[src/rtl/indicador_jogador.sv]
// Turn/phase tracker feeding the letter-J and player-digit hex decoders.
// Optional INDICADOR_ALTERNA_INICIO_EN: alternate the starting player per game.
module indicador_jogador #(
   parameter int PERIODO_PISCA = 25000000
) (
   input  logic       clock,
   input  logic       reset,
   input  logic       iniciar,
   input  logic       jogada_valida,
   input  logic       fim_vitoria,
   input  logic       fim_empate,
   output logic       habilita_J,
   output logic       jogador_atual,
   output logic [3:0] numero_jogador,
   output logic       fim_jogo
);

   localparam int LARG = $clog2(PERIODO_PISCA);
   localparam logic [LARG-1:0] ULTIMO = LARG'(PERIODO_PISCA - 1);
   localparam logic [LARG-1:0] UM = LARG'(1);

   typedef enum logic [1:0] {
      OCIOSO  = 2'b00,
      JOGANDO = 2'b01,
      VITORIA = 2'b10,
      EMPATE  = 2'b11
   } estado_t;

   estado_t         estado;
   estado_t         estado_prox;
   logic            jogador_prox;
   logic [LARG-1:0] contador;
   logic [LARG-1:0] contador_prox;
   logic            fase_pisca;
   logic            fase_prox;
   logic            jogador_inicial;

`ifdef INDICADOR_ALTERNA_INICIO_EN
   logic inicio_prox;
   logic inicio_prox_n;

   assign jogador_inicial = inicio_prox;

   always_ff @(posedge clock) begin
      if (reset) begin
         inicio_prox <= 1'b0;
      end else begin
         inicio_prox <= inicio_prox_n;
      end
   end

   always_comb begin
      inicio_prox_n = inicio_prox;
      if (iniciar) begin
         inicio_prox_n = ~inicio_prox;
      end
   end
`else
   assign jogador_inicial = 1'b0;
`endif

   always_ff @(posedge clock) begin
      if (reset) begin
         estado        <= OCIOSO;
         jogador_atual <= 1'b0;
         contador      <= '0;
         fase_pisca    <= 1'b1;
      end else begin
         estado        <= estado_prox;
         jogador_atual <= jogador_prox;
         contador      <= contador_prox;
         fase_pisca    <= fase_prox;
      end
   end

   // iniciar wins in every state, so it is handled ahead of the state decode
   always_comb begin
      estado_prox   = estado;
      jogador_prox  = jogador_atual;
      contador_prox = '0;
      fase_prox     = fase_pisca;
      if (iniciar) begin
         estado_prox  = JOGANDO;
         jogador_prox = jogador_inicial;
         fase_prox    = 1'b1;
      end else begin
         unique case (estado)
            OCIOSO: begin
            end
            JOGANDO: begin
               if (fim_vitoria) begin
                  estado_prox = VITORIA;
                  fase_prox   = 1'b1;
               end else if (fim_empate) begin
                  estado_prox = EMPATE;
               end else if (jogada_valida) begin
                  jogador_prox = ~jogador_atual;
               end
            end
            VITORIA: begin
               if (contador == ULTIMO) begin
                  fase_prox = ~fase_pisca;
               end else begin
                  contador_prox = contador + UM;
               end
            end
            EMPATE: begin
            end
            default: begin
               estado_prox = OCIOSO;
            end
         endcase
      end
   end

   always_comb begin
      habilita_J     = 1'b0;
      numero_jogador = 4'd0;
      fim_jogo       = 1'b0;
      unique case (estado)
         OCIOSO: begin
         end
         JOGANDO: begin
            habilita_J     = 1'b1;
            numero_jogador = jogador_atual ? 4'd2 : 4'd1;
         end
         VITORIA: begin
            habilita_J     = fase_pisca;
            numero_jogador = jogador_atual ? 4'd2 : 4'd1;
            fim_jogo       = 1'b1;
         end
         EMPATE: begin
            fim_jogo = 1'b1;
         end
         default: begin
         end
      endcase
   end

endmodule

[config.mk]
export PLATFORM = sky130hd
export DESIGN_NAME = indicador_jogador
export DESIGN_NICKNAME = d
export VERILOG_FILES = /design/src/rtl/indicador_jogador.sv
export SDC_FILE = /design/constraint.sdc
export NUM_CORES = 1
export LEC_CHECK = 0
export ABC_AREA = 1
export CORE_MARGIN = 2
export CORE_UTILIZATION = 60
export CTS_BUF_LIST = sky130_fd_sc_hd__clkbuf_2
export DETAILED_ROUTE_END_ITERATION = 16
export PLACE_DENSITY = 0.82
export SYNTH_ARGS = -nofsm -noshare
export SYNTH_HDL_FRONTEND = slang
export SYNTH_SLANG_ARGS = --single-unit
[constraint.sdc]
create_clock -name clock -period 4.2 [get_ports clock]
set_input_delay 0.84 -clock clock [delete_from_list [all_inputs] [get_ports clock]]
set_output_delay 0.84 -clock clock [all_outputs]
set_load 0.01 [all_outputs]
==> summary.md <==
In this run, the number of DRC markers left after iteration 0 of detailed routing was 46. Setup repair after global routing left no endpoint under its margin. The setup path with the least slack is of type flop to output port.

The post-synthesis to final-layout area growth came out at 7.967%. The static power due to leakage is 0.5735 nW. Of the post-synthesis cell area, the part taken by muxes is 0%. The kind of start point of the critical path was a flop. The run finished with clean final reports. The share of final-layout standard cells stronger than drive strength 1 came out at 10.47%.

The run gives 918.4 um2 as the area of the multi-input gates. For this design, the slowest cell found on the critical path is clkdlybuf4s50_1. The number of storage elements in the synthesis netlist works out to 29. The layout has 248 filler cells. The logs give 0 ns for the summed negative setup slack over all endpoints and 0 for the total of hold buffers inserted after clock tree synthesis. The number of endpoints with negative hold slack in the final report is 0, and the first-pass GRT wire length is 5526 um. Input and output buffers added on the ports amount to 10.

The mean instance size in the synthesized netlist works out to 6.759 um2. In the post-synthesis netlist, the biggest area contributors are dfxtp_1, nand2_1, nor2_1. TritonCTS created 5 clock buffers. The design draws 0.4342 mW. The chip height works out to 56.43 um. After synthesis, the largest family of logic cells by area is simple AND/OR/NAND/NOR gates.

In this run the number of H-tree levels came out at 2. dfxtp_1 takes more of the synthesized area than any other cell. The logs give 29 for the total number of clock tree sinks and 28 for the number of distinct library cells after synthesis.

In the routed design, unresolved DRC markers number 0. The xor and xnor area share after synthesis is 3.718%. The tools report the worst setup skew after layout as 0.01071 ns. The clock transition at the registers of the reported paths was 0.14 ns; the worst endpoint data arrival time was 1.85 ns.

The detailed-route vias per instance was 5.062; the post-detailed-placement half-perimeter wirelength was 2368 um. The final critical path time including I/O delays and setup was 2.686 ns; the number of antenna-violating nets in the routed design was 0. The critical path's largest stage delay works out to 0.48 ns. The compound-gate portion of the synthesized area came out at 6.146%. In the final routed layout, each cell accounts on average for 10.78 um. The simple-gate share of the synthesized area is 42.34%. Post-synthesis instance total: 244. In the finished design, the share of the clock period the worst path needs comes to 63.95%. The worst-case IR drop observed on VDD is 0.2157 mV.

The floorplan has 19 rows. Of all nets on the critical path, the largest fanout is 5. The final weighted congestion of routability-driven global placement came out at 0.8460. The sum of overflow across all layers after global routing is 0, and the number of global-route vias before repair is 1304.

The global-route usage over all layers is 22.24%, and the iteration count of the initial detailed-routing pass is 4. The power density normalized to cell area came out at 243.9 nW/um2. The signal on the critical path passes through inv_1 -> ha_1 -> or2_2 -> clkdlybuf4s50_1. The final layout contains routed wiring with a total length of 3115 um.

For the number of antenna violations at the first check in global routing, the log shows 0. Entering global routing, the biggest net connects 26 pins. The capturing element type of the critical path was an output port.

The floorplan step defined a die boundary enclosing 3184 um2. Post-synthesis sequential area ratio: 35.20%. The tools report the number of warnings issued by yosys as 0. The class of the tightest hold or removal check was flop to flop.

The area of the mapped netlist is 1649 um2, and the source-to-sink clock delay at the later pin of the worst-skew pair is 0.35 ns. TritonCTS built the clock tree. The number of slew-limit violations in the final report is 0, and the adder-cell share of the synthesized area is 3.035%. In this run the standard cell core region covers 2686 um2. The diode insertion count for antenna repair came out at 0.

Max-cap violations in this run came to 0. The number of buffers between clock root and the deepest sink is 2. Based on the critical path, the design can be clocked at up to 372.3 MHz. The initial utilization of the core area, before any placement, comes to 61.39%. After clock tree synthesis, the setup repair step added 0 buffers. The area share of the largest cell type after synthesis was 35.20%; the final-stage net count was 268. Setup violations remaining at the end of the flow were counted as 0.

The final route contains 1463 vias. The cell at the root of the clock tree is clkbuf_2. In the final layout, flip-flops and latches occupy 580.6 um2.

The die width is 56.43 um. The post-cts resize count was 0; the critical path data required time was 3.36 ns. In this run the count of I/O pins placed on the die edge is 13.
[stage by stage]
| step | hold slack, ns | setup slack [ns] | utilization, % | cells | area, um2 |
|---|---|---|---|---|---|
| floorplan | 0.4283 | 2.398 | - | 245 | 1653 |
| global placement | 0.4495 | 1.934 | 65.02 | 282 | 1747 |
| detailed placement | 0.4605 | 1.909 | 65.02 | 282 | 1747 |
| CTS | 0.4947 | 1.498 | 66.28 | 289 | 1780 |
| global route | 0.5359 | 1.363 | 66.28 | 289 | 1780 |
| finish | 0.4897 | 1.514 | 66.28 | 289 | 1780 |
[flip-flops by register name (all words and copies together), names as in the netlist]
signal         flops
estado             2
contador          25
fase_pisca         1
jogador_atual      1
[power by group]
part / switching [mW] / internal [mW] / total, mW / leakage, nW
sequential: 0.00154 / 0.277 / 0.279 / 0.234
clock: 0.0901 / 0.0388 / 0.129 / 0.0265
combinational: 0.0129 / 0.0139 / 0.0268 / 0.313
total: 0.105 / 0.330 / 0.434 / 0.574
[logic make-up after synthesis]
logic type               after synthesis
adder cells (fa/ha/maj)                4
flip-flops                            29
XOR/XNOR                               7
AO/OA/AOI/OAI                         17
AND/OR/NAND/NOR                      153
buffers and inverters                 33
other                                  1
[area by class of cell]
type	count	area share, %
clock inverter	1	0.2108
tap	31	2.178
sequential	29	32.61
timing repair buffer	10	5.622
clock buffer	6	1.687
inverter	29	6.114
multi-input combinational	183	51.58
[synthesized netlist by cell type, drive strengths merged]
cell / count
a21boi: 1
a21oi: 12
a22oi: 1
buf: 4
conb: 1
dfxtp: 29
ha: 4
inv: 29
nand2: 58
nand3: 16
nand3b: 4
nand4: 4
nor2: 55
nor3: 10
nor3b: 1
nor4: 1
o21ai: 3
or2: 4
xor2: 7
[worst paths after layout]
kind           startpoint      endpoint  slack (ns)  cells after the start
max             estado[0]      fim_jogo        1.51                      4
min          contador[24]  contador[24]        0.49                      2
max reg2reg   contador[0]  contador[18]        2.53                      8
min reg2reg  contador[24]  contador[24]        0.49                      2
[layout by cell type, fill, tap and decap left out, types with 2 or more instances in the layout]
cell type        instances
a21oi_1                  9
a21oi_2                  3
clkbuf_2                 6
clkdlybuf4s50_1         10
conb_1                   2
dfxtp_1                 29
ha_1                     4
inv_1                   26
inv_2                    3
nand2_1                 55
nand2_2                  3
nand3_1                 13
nand3_2                  2
nand3b_1                 4
nand4_1                  4
nor2_1                  51
nor2_2                   4
nor3_1                   8
nor3_2                   2
o21ai_0                  3
or2_2                    3
xor2_1                   7
[per-layer routing]
metal	vias up	wire, um	track usage [%]
met3	7	161	5.300
met5	-	0	0
met4	0	62	11.22
met1	631	1516	28.51
met2	34	1374	34.72
li1	791	-	-
[critical path: cells and delay by family, from the launching register on]
kind | cells | cell delay [ns]
adders and majority gates | 1 | 0.27
buffers and inverters | 2 | 0.54
DFF | 1 | 0.40
and+or+nand+nor | 1 | 0.29
(Power assumes the default switching activity.)
